## config.mk

```make
export PLATFORM = sky130hd
export DESIGN_NAME = ps2_key_event_fifo
export DESIGN_NICKNAME = d
export VERILOG_FILES = /design/src/rtl/ps2_key_event_fifo.sv
export SDC_FILE = /design/constraint.sdc
export NUM_CORES = 1
export LEC_CHECK = 0
export CAP_MARGIN = 0
export CORE_UTILIZATION = 35
export DETAILED_ROUTE_END_ITERATION = 16
export GPL_TIMING_DRIVEN = 0
export SYNTH_ARGS = -nofsm -noshare
export SYNTH_HDL_FRONTEND = slang
export SYNTH_SLANG_ARGS = --single-unit
```

## constraint.sdc

```tcl
create_clock -name CLK -period 2.7 [get_ports CLK]
set_input_delay 0.54 -clock CLK [delete_from_list [all_inputs] [get_ports CLK]]
set_output_delay 0.54 -clock CLK [all_outputs]
set_load 0.05 [all_outputs]
```

## src/rtl/ps2_key_event_fifo.sv

```systemverilog
// PS/2 receiver + E0/F0 decoder + repeat filter feeding an event FIFO. Stop-bit fe at N -> ev_valid at N+2.
// Backpressure: events wait in the FIFO until ev_ready; a push into a full FIFO without a pop is dropped and flags overflow.

module ps2_key_event_fifo_buf #(
    parameter int W     = 10,
    parameter int DEPTH = 8
) (
    input  logic                     CLK,
    input  logic                     rst,
    input  logic                     push_vld_i,
    input  logic [W-1:0]             push_dat_i,
    input  logic                     pop_rdy_i,
    output logic                     pop_vld_o,
    output logic [W-1:0]             pop_dat_o,
    output logic [$clog2(DEPTH):0]   count_o,
    output logic                     full_o
);
    localparam int AW = $clog2(DEPTH);

    logic [W-1:0]  mem_q [DEPTH];
    logic [AW-1:0] wr_ptr_q, rd_ptr_q;
    logic [AW:0]   count_q;
    logic          wr_en, rd_en;

    assign full_o    = (count_q == (AW+1)'(DEPTH));
    assign pop_vld_o = (count_q != '0);
    assign rd_en     = pop_rdy_i & pop_vld_o;
    assign wr_en     = push_vld_i & (~full_o | rd_en);
    assign count_o   = count_q;
    // Gated so the data port reads zero while empty, including straight out of reset.
    assign pop_dat_o = pop_vld_o ? mem_q[rd_ptr_q] : '0;

    always_ff @(posedge CLK) begin
        if (wr_en) mem_q[wr_ptr_q] <= push_dat_i;
    end

    always_ff @(posedge CLK or negedge rst) begin
        if (!rst) begin
            wr_ptr_q <= '0;
            rd_ptr_q <= '0;
            count_q  <= '0;
        end else begin
            if (wr_en) wr_ptr_q <= wr_ptr_q + AW'(1);
            if (rd_en) rd_ptr_q <= rd_ptr_q + AW'(1);
            if (wr_en && !rd_en)      count_q <= count_q + (AW+1)'(1);
            else if (rd_en && !wr_en) count_q <= count_q - (AW+1)'(1);
        end
    end
endmodule

module ps2_key_event_fifo #(
    parameter int DEPTH         = 8,
    parameter int SYNC_STAGES   = 2,
    parameter int TIMEOUT_CYC   = 50000,
    parameter int FILTER_REPEAT = 1
) (
    input  logic                     CLK,
    input  logic                     rst,
    input  logic                     PS2_CLK,
    input  logic                     PS2_DAT,
    input  logic                     ev_ready,
    output logic                     ev_valid,
    output logic [9:0]               ev_data,
    output logic [$clog2(DEPTH):0]   ev_count,
    output logic                     overflow,
    output logic                     parity_err,
    output logic                     frame_err
);
    localparam int TW = $clog2(TIMEOUT_CYC + 1);

    typedef enum logic [1:0] {IDLE, DATA, PARITY, STOP} rx_state_t;

    logic [SYNC_STAGES-1:0] clk_sync_q, dat_sync_q;
    logic                   clk_prev_q, clk_s, dat_s, fe;

    rx_state_t state_q, state_d;
    logic [2:0]    bit_cnt_q, bit_cnt_d;
    logic [7:0]    shift_q, shift_d;
    logic          par_q, par_d;
    logic [TW-1:0] tmo_q, tmo_d;
    logic          byte_rdy_q, byte_rdy_d;
    logic          perr_q, perr_d, ferr_q, ferr_d;

    logic       ext_q, ext_d, rel_q, rel_d;
    logic       held_vld_q, held_vld_d;
    logic [8:0] held_key_q, held_key_d;
    logic       push_vld;
    logic       fifo_full, pop;
    logic       overflow_q;

    assign clk_s = clk_sync_q[SYNC_STAGES-1];
    assign dat_s = dat_sync_q[SYNC_STAGES-1];
    assign fe    = clk_prev_q & ~clk_s;

    // Synchronisers reset high (idle bus) so reset release never fakes a falling edge.
    always_ff @(posedge CLK or negedge rst) begin
        if (!rst) begin
            clk_sync_q <= '1;
            dat_sync_q <= '1;
            clk_prev_q <= 1'b1;
        end else begin
            clk_sync_q <= {clk_sync_q[SYNC_STAGES-2:0], PS2_CLK};
            dat_sync_q <= {dat_sync_q[SYNC_STAGES-2:0], PS2_DAT};
            clk_prev_q <= clk_s;
        end
    end

    always_ff @(posedge CLK or negedge rst) begin
        if (!rst) begin
            state_q    <= IDLE;
            bit_cnt_q  <= '0;
            shift_q    <= '0;
            par_q      <= 1'b0;
            tmo_q      <= '0;
            byte_rdy_q <= 1'b0;
            perr_q     <= 1'b0;
            ferr_q     <= 1'b0;
        end else begin
            state_q    <= state_d;
            bit_cnt_q  <= bit_cnt_d;
            shift_q    <= shift_d;
            par_q      <= par_d;
            tmo_q      <= tmo_d;
            byte_rdy_q <= byte_rdy_d;
            perr_q     <= perr_d;
            ferr_q     <= ferr_d;
        end
    end

    always_comb begin
        state_d    = state_q;
        bit_cnt_d  = bit_cnt_q;
        shift_d    = shift_q;
        par_d      = par_q;
        tmo_d      = '0;
        byte_rdy_d = 1'b0;
        perr_d     = 1'b0;
        ferr_d     = 1'b0;
        if (state_q != IDLE && !fe) tmo_d = tmo_q + TW'(1);
        case (state_q)
            IDLE: if (fe && !dat_s) begin
                state_d   = DATA;
                bit_cnt_d = '0;
            end
            DATA: if (fe) begin
                shift_d   = {dat_s, shift_q[7:1]};
                bit_cnt_d = bit_cnt_q + 3'd1;
                if (bit_cnt_q == 3'd7) state_d = PARITY;
            end
            PARITY: if (fe) begin
                par_d   = dat_s;
                state_d = STOP;
            end
            STOP: if (fe) begin
                state_d = IDLE;
                if (!dat_s)                     ferr_d     = 1'b1;
                else if (!(^{shift_q, par_q}))  perr_d     = 1'b1;
                else                            byte_rdy_d = 1'b1;
            end
            default: state_d = IDLE;
        endcase
        if (state_q != IDLE && !fe && tmo_q == TW'(TIMEOUT_CYC - 1)) begin
            state_d = IDLE;
            ferr_d  = 1'b1;
        end
    end

    // Decoder and typematic filter; held tracks the last pushed make as {ext, code}.
    always_comb begin
        ext_d      = ext_q;
        rel_d      = rel_q;
        held_vld_d = held_vld_q;
        held_key_d = held_key_q;
        push_vld   = 1'b0;
        if (perr_q || ferr_q) begin
            ext_d = 1'b0;
            rel_d = 1'b0;
        end else if (byte_rdy_q) begin
            ext_d = 1'b0;
            rel_d = 1'b0;
            if (shift_q == 8'hE0) begin
                ext_d = 1'b1;
                rel_d = rel_q;
            end else if (shift_q == 8'hF0) begin
                ext_d = ext_q;
                rel_d = 1'b1;
            end else if (shift_q != 8'h00 && shift_q != 8'hFF) begin
                if (rel_q) begin
                    push_vld = 1'b1;
                    if (held_vld_q && held_key_q == {ext_q, shift_q}) held_vld_d = 1'b0;
                end else if (!(FILTER_REPEAT != 0 && held_vld_q && held_key_q == {ext_q, shift_q})) begin
                    push_vld   = 1'b1;
                    held_vld_d = 1'b1;
                    held_key_d = {ext_q, shift_q};
                end
            end
        end
    end

    always_ff @(posedge CLK or negedge rst) begin
        if (!rst) begin
            ext_q      <= 1'b0;
            rel_q      <= 1'b0;
            held_vld_q <= 1'b0;
            held_key_q <= '0;
            overflow_q <= 1'b0;
        end else begin
            ext_q      <= ext_d;
            rel_q      <= rel_d;
            held_vld_q <= held_vld_d;
            held_key_q <= held_key_d;
            if (push_vld && fifo_full && !pop) overflow_q <= 1'b1;
        end
    end

    assign pop = ev_valid & ev_ready;

    ps2_key_event_fifo_buf #(.W(10), .DEPTH(DEPTH)) u_buf (
        .CLK        (CLK),
        .rst        (rst),
        .push_vld_i (push_vld),
        .push_dat_i ({ext_q, rel_q, shift_q}),
        .pop_rdy_i  (ev_ready),
        .pop_vld_o  (ev_valid),
        .pop_dat_o  (ev_data),
        .count_o    (ev_count),
        .full_o     (fifo_full)
    );

    assign overflow   = overflow_q;
    assign parity_err = perr_q;
    assign frame_err  = ferr_q;
endmodule

```

; ---- Word level (Yosys, flattened, before mapping)
; Memory sizes are Yosys's and may differ from the RTL's.
; Cells that the tools add are included.
[totals]
regBits = 61
ram_bits = 80
inputBits = 5
n_memories = 1
out_inout_bits = 18
elab_cells = 134
[mem_list]
columns = memory, words, width, read_ports, rd_clocked_by_memory_dff, write_ports, line_no
row1 = u_buf.mem_q, 8, 10, 1, 0, 1, 20  ; logic [W-1:0] mem_q [DEPTH];
[classes]
add_sub_neg = 6
bitwise = 11
n_mux = 46
eq_ne = 21
reduce_logical = 30
[ops]
columns = cell, count
row1 = $mux 1, 32
row2 = $ne 3x3->1 const B, 6
row3 = $add 16x1->16 const B, 1
row4 = $eq 16x16->1 const B, 1
row5 = $eq 8x8->1 const B, 2
row6 = $mux 16, 1
row7 = $reduce_and 7->1, 2
row8 = $mux 2, 6
row9 = $mux 10, 1
row10 = $add 3x1->3 const B, 3
row11 = $eq 9x9->1, 1
row12 = $logic_and 1x1->1, 9
row13 = $reduce_xor 9->1, 1
row14 = $mux 4, 2
row15 = $ne 2x2->1 const B, 4
row16 = $ne 8x8->1 const B, 1
row17 = $pmux 2 s4, 1
row18 = $reduce_and 2->1, 4
row19 = $reduce_bool 2->1, 4
row20 = $reduce_bool 8->1, 1
row21 = $not 1->1, 7
row22 = $mux 3, 2
row23 = $pmux 3 s2, 1
row24 = $reduce_and 5->1, 1
row25 = other kinds (14), 20

; ---- Depth between registers and ports, before layout
[logic_depth]
word_depth = 14
ltp_mapped = 15
depth_no_buf = 13

; ---- By module
; Synthesis repeated with hierarchy kept, for this count alone.
[hier_totals]
hier_cells = 411
hier_area_um2 = 6214.7
[modules_own_cells]
columns = module, instances, seq_area_each_um2, cells_each, area_each_um2
row1 = ps2_key_event_fifo_buf, 1, 2652.5, 181, 3644.7
row2 = ps2_key_event_fifo, 1, 1282.5, 230, 2570.0

; ---- Least setup slack after synthesis
; OpenSTA, ideal clock, no wires.
[synth_timing]
path_type = register to register
startpoint = reg shift_q[3]
endpoint = mem u_buf.mem_q[0][0], enable pin
arrival_ns = 2.522
path_buffers = 2
required_time_ns = 2.296
period_less_slack_ns = 2.925
path_slack_ns = -0.225
setup_ns = 0.404
stages_incl_launch_ff = 8
path_cell_list = dfrtp_1 -> buf_6 -> and3_4 -> a31oi_1 -> o211ai_2 -> a211o_1 -> buf_6 -> nor4_1
[synth_via]
elab_chain_cells = 12
elab_cells_between_ends = 17
classes_between = 4 x eq/ne / 9 x mux / 1 x bitwise / 3 x reduce/logical
[synth_lines]
columns = item, line_no
row1 = from (decl), 78  ; logic [7:0] shift_q, shift_d;
row2 = from (signal assigned), 121  ; shift_q <= shift_d;
row3 = $eq 9x9->1, 191  ; end else if (!(FILTER_REPEAT != 0 && held_vld_q && held_key_q == {ext_q, shift_q})) begin
row4 = $logic_and 1x1->1, 191
row5 = $mux 1, 191
row6 = $mux 1, 188  ; if (rel_q) begin
row7 = $mux 1, 187  ; end else if (shift_q != 8'h00 && shift_q != 8'hFF) begin
row8 = $mux 1, 184  ; end else if (shift_q == 8'hF0) begin
row9 = $mux 1 (*), 181  ; if (shift_q == 8'hE0) begin
row10 = $mux 1 (*), 178  ; end else if (byte_rdy_q) begin
row11 = $mux 1 (*), 175  ; if (perr_q || ferr_q) begin
row12 = $and 1x1->1 (*), 28  ; assign wr_en = push_vld_i & (~full_o | rd_en);
row13 = $mux 1 (*), 34  ; if (wr_en) mem_q[wr_ptr_q] <= push_dat_i;
row14 = $mux 1 (not written as such) (*), 34
row15 = to (decl), 20
; Every way passes the cells marked *; elsewhere a longest branch is shown, timed or not.

; ---- Final worst setup path
[layout_timing]
startpoint = reg shift_q[2]
endpoint = reg u_buf.count_q[1], in the netlist u_buf.count_o[1]
[layout_via]
elab_chain_cells = 13
elab_cells_between_ends = 20
classes_between = 4 x eq/ne / 8 x mux / 1 x bitwise / 7 x reduce/logical
[layout_lines]
columns = item, line_no
row1 = $eq 9x9->1, 191
row2 = $logic_and 1x1->1, 191
row3 = $mux 1, 191
row4 = $mux 1, 188
row5 = $mux 1, 187
row6 = $mux 1, 184
row7 = $mux 1 (*), 181
row8 = $mux 1 (*), 178
row9 = $mux 1 (*), 175
row10 = $and 1x1->1 (*), 28
row11 = net u_buf.wr_en, 23  ; logic wr_en, rd_en;
row12 = $logic_not 1->1, 46  ; else if (rd_en && !wr_en) count_q <= count_q - (AW+1)'(1);
row13 = $logic_and 1x1->1, 46
row14 = $reduce_bool 2->1 (no source line), n/a
row15 = to (signal assigned), 45  ; if (wr_en && !rd_en) count_q <= count_q + (AW+1)'(1);
row16 = to (signal assigned), 46
row17 = to (decl), 22  ; logic [AW:0] count_q;
; The timed path passes the listed nets; every way through them passes the cells marked *.
; A chain may end at the register's enable or synchronous reset.

==> summary.md <==
| Metric | Value |
|---|---|
| Switching part of the total power | `36.3%` |
| Routed Antenna Nets | `0` |
| Worst slew pin tran | `roughly 730 ps` |
| Root buffer cell | `clkbuf_16` |
| Synthesized area | `0.00624 mm^2` |
| Critical path startpoint category | `flop` |
| Peak VDD IR | `~570 uV` |
| Post-synth top flop | `edfxtp_1` |
| Clk buf depth | `2` |
| Largest net degree at the start of global routing | `32` |
| Crit-path leading delay family | `compound AO/OA/AOI/OAI gates` |
| Sw Pwr | `about 3000 uW` |
| Library cells used by synthesis | `a little over 50` |
| Dpl hpwl | `roughly 7500 um` |
| IO buf count | `22` |
| Layout Skew | `6.91 ps` |
| Final hold violation count | `0` |
| Asr flop ratio synth | `between 40 and 50%` |
| CP Cell Sequence | `and3_4 > a31oi_2 > o211ai_2 > a211o_1 > buf_12 > inv_2 > ha_4 > inv_4 > buf_4 > fa_1 > mux2_2` |
| PnR worst setup slack | `roughly 7.4 ps` |
| Final Max Slew Viols | `0` |
| Worst-path maximum fanout | `8` |
| Io pins | `23` |
| Clock power frac | `about a quarter` |
| Leakage | `slightly above 0.003 uW` |
| WP buf/inv | `4` |
| Comb pwr share | `~39%` |
| Worst Path Required | `3000 ps` |
| Ys Warns | `0` |
| WP data arrival | `roughly 3000 ps` |
| EDFF count, synth | `80` |
| Layout area overhead | `25.3%` |
| MaxCap Viol Count | `0` |
| Core Area | `roughly 0.017 mm^2` |
| Critical Path Slowest Stage Cell | `dfrtp_2` |
| Power Density | `between 1000 and 1500 mW/mm^2` |
| H-tree depth | `4` |
| Avg Inst Size Synth | `approximately 15 um^2` |
| Classification of the worst setup path | `flop to flop` |
| Slowest stage delay, CP | `480 ps` |
| Sink Count | `approximately 140` |
| Post-synthesis cell count | `407` |
| Cts bufs inserted | `17` |
| Die Ht | `approximately 140 um` |
| First-pass GRT wire length | `between 15000 and 20000 um` |
| Worst Hold Slack | `roughly 190 ps` |
| DRT Pass-1 Iters | `4` |
| Final GP Congestion | `between 0.7 and 0.8` |
| CTS Hold Bufs | `0` |
| Via count of the first global-routing pass | `3705` |
| Outcome | `finished, final reports clean` |
| Final Cycle Share | `99.7%` |
| Starting Density | `a little over a third` |
| Flops & latches, synth | `141` |
| Post-synthesis sequential area ratio | `a little over three fifths` |
| Grt ovf | `0` |
| Row cnt | `48` |
| Drt total wl | `about 12000 um` |
| TritonCTS clock tree | `done` |
| DRC errors left | `0` |
| DR iter-0 viols | `132` |
| Die X | `~140 um` |
| Initial antenna violation count | `0` |
| Power Internal | `between 5000 and 6000 uW` |
| Max-slew headroom | `51.4%` |
| DR vias | `about 3500` |
| Reg power frac | `between 30% and 40%` |
| Worst Hold Class | `input port to async pin` |
| Vias/cell | `between 4 and 5` |
| Setup Viol. Count Final | `0` |
| Die area | `roughly 0.018 mm^2` |
| Routed len/inst | `about 17 um` |
| Dpl ws | `-557 ps` |
| # nets final | `roughly 500` |
| GRT Util Overall | `about 14%` |
| Net Count, Synth | `425` |
| CTS clk-pin slew, worst paths | `60 ps` |
| ANT cells | `0` |
| RSZ-0062 raised after global routing | `true` |
| Min cycle time layout | `about 2700 ps` |
| Clk Latency, worst-skew pair | `approximately 420 ps` |
| Crit path capture type | `flop` |
| Share of cells above drive strength 1 | `34.3%` |
| Fmax | `371 MHz` |
[layer usage]
| metal | up-vias | wire length (um) | GRT usage [%] |
|---|---|---|---|
| met4 | 0 | 154 | 4.68 |
| met1 | 1810 | 5050 | 16.6 |
| met3 | 14 | 417 | 4.04 |
| met5 | - | 0 | 0 |
| li1 | 1668 | - | - |
| met2 | 49 | 6240 | 25.1 |
[cells by family (layout without fill, tap and decap cells)]
kind of cell	Yosys count	after routing	share of synthesized area, %
buffers and inverters	31	117	2.83
multiplexers	53	53	13.5
AND/OR/NAND/NOR	99	99	9.22
XOR/XNOR	37	37	5.19
AO/OA/AOI/OAI	33	33	3.49
adder cells (fa/ha/maj)	13	13	2.73
flip-flops	141	141	63.1
[per-stage QoR]
stage / util [%] / std cells / cell area (um^2) / total power, uW / setup TNS [ps]
3_5_place_dp: 39.6 / 657 / 6870 / 5960 / -25100
3_3_place_gp: 39.2 / 654 / 6800 / 5860 / -105380
2_1_floorplan: - / 407 / 6290 / 5130 / -56.1
5_1_grt: 45.1 / 718 / 7820 / 8690 / -358
6_report: 45.1 / 718 / 7820 / 8250 / 0
4_1_cts: 44.9 / 714 / 7790 / 8330 / -167
[Yosys cell counts (2+ instances only)]
cell | number | share of area (%)
edfxtp_1 | 80 | 38
dfrtp_1 | 56 | 22
nor2_1 | 32 | 1.9
xnor2_1 | 27 | 3.8
mux4_2 | 20 | 7.2
nand2_1 | 14 | 0.84
ha_1 | 12 | 2.4
mux2_2 | 12 | 2.2
mux2i_1 | 11 | 1.8
xor2_1 | 10 | 1.4
clkbuf_1 | 9 | 0.54
inv_1 | 9 | 0.54
mux2_4 | 9 | 2.2
a21oi_1 | 8 | 0.64
o21ai_0 | 8 | 0.64
nand3_1 | 7 | 0.56
buf_6 | 6 | 1.1
and3_1 | 5 | 0.50
dfstp_2 | 5 | 2.1
nand2b_1 | 5 | 0.50
nand4_1 | 5 | 0.50
nor2b_1 | 5 | 0.50
nor4_1 | 5 | 0.50
and4_1 | 4 | 0.56
nor4b_2 | 4 | 0.96
a211o_1 | 3 | 0.42
a31oi_1 | 3 | 0.30
buf_2 | 3 | 0.24
a21o_1 | 2 | 0.24
a32oi_1 | 2 | 0.28
buf_1 | 2 | 0.12
nor3_1 | 2 | 0.16
nor3b_1 | 2 | 0.24
nor4_2 | 2 | 0.40
or3_1 | 2 | 0.20
[final cells by class]
| class | instances | area (um^2) |
|---|---|---|
| multi-input combinational | 235 | 2310 |
| sequential | 141 | 3950 |
| tap | 225 | 282 |
| inverter | 9 | 36.3 |
| timing repair buffer | 59 | 552 |
| clock inverter | 14 | 120 |
| buffer | 17 | 141 |
| fill | 1508 | 9540 |
| clock buffer | 18 | 429 |
[path summary, 6_finish.rpt]
path / to / startpoint / cells past startpoint / slack, ps
worst max-delay path: u_buf.count_o[1] / shift_q[2] / 11 / 7
worst min-delay path: byte_rdy_q / rst / 1 / 190
worst max register to register: u_buf.count_o[1] / shift_q[2] / 11 / 7
worst min register to register: dat_sync_q[1] / dat_sync_q[0] / 0 / 360
max in group asynchronous: ext_q / rst / 2 / 1880
min in group CLK: dat_sync_q[1] / dat_sync_q[0] / 0 / 360
[worst register-to-register path, cell delays in order, from the launching register on]
cell and delay, ps:
dfrtp_2 480, and3_4 200, a31oi_2 190, o211ai_2 140, a211o_1 340, buf_12 150, inv_2 60, ha_4 140
inv_4 40, buf_4 130, fa_1 420, mux2_2 270
[registers in the layout, indices dropped and copies added, names as in the netlist, 3 cells and up]
signal and count:
u_buf.mem_q 80, tmo_q 16, held_key_q 9, shift_q 8
u_buf.count_o 4, bit_cnt_q 3, u_buf.rd_ptr_q 3, u_buf.wr_ptr_q 3
[timing repair]
item / CTS / global route
pin swaps: 15 / 3
endpoints found under the setup margin: 81 / 30
buffers inserted: 30 / 4
gates resized for setup: 64 / 14
gates cloned: 0 / 0
[cell usage in the layout (no fill, tap or decap), drive strengths merged, types with 5 or more instances in the layout]
cell type      count
o21ai              9
nand4              5
nor4               8
xor2              10
mux2i             11
clkdlybuf4s15      6
mux4              20
inv               12
nand2             14
nand2b             5
clkinv             6
dfstp              5
clkbuf            29
nand3              7
a21oi              8
and3               6
buf               48
edfxtp            80
nor2              32
ha                12
dfrtp             56
nor2b              5
clkdlybuf4s50     10
mux2              22
xnor2             27
[power by group through the flow]
stage	combinational [uW]	sequential [uW]	clock, uW
6_report	3180	2910	2160
5_1_grt	3450	2940	2300
4_1_cts	3220	2900	2210
3_5_place_dp	3020	2940	0
3_3_place_gp	2940	2920	0
2_1_floorplan	2160	2970	0
No activity file was read; power rests on OpenSTA's default activity.
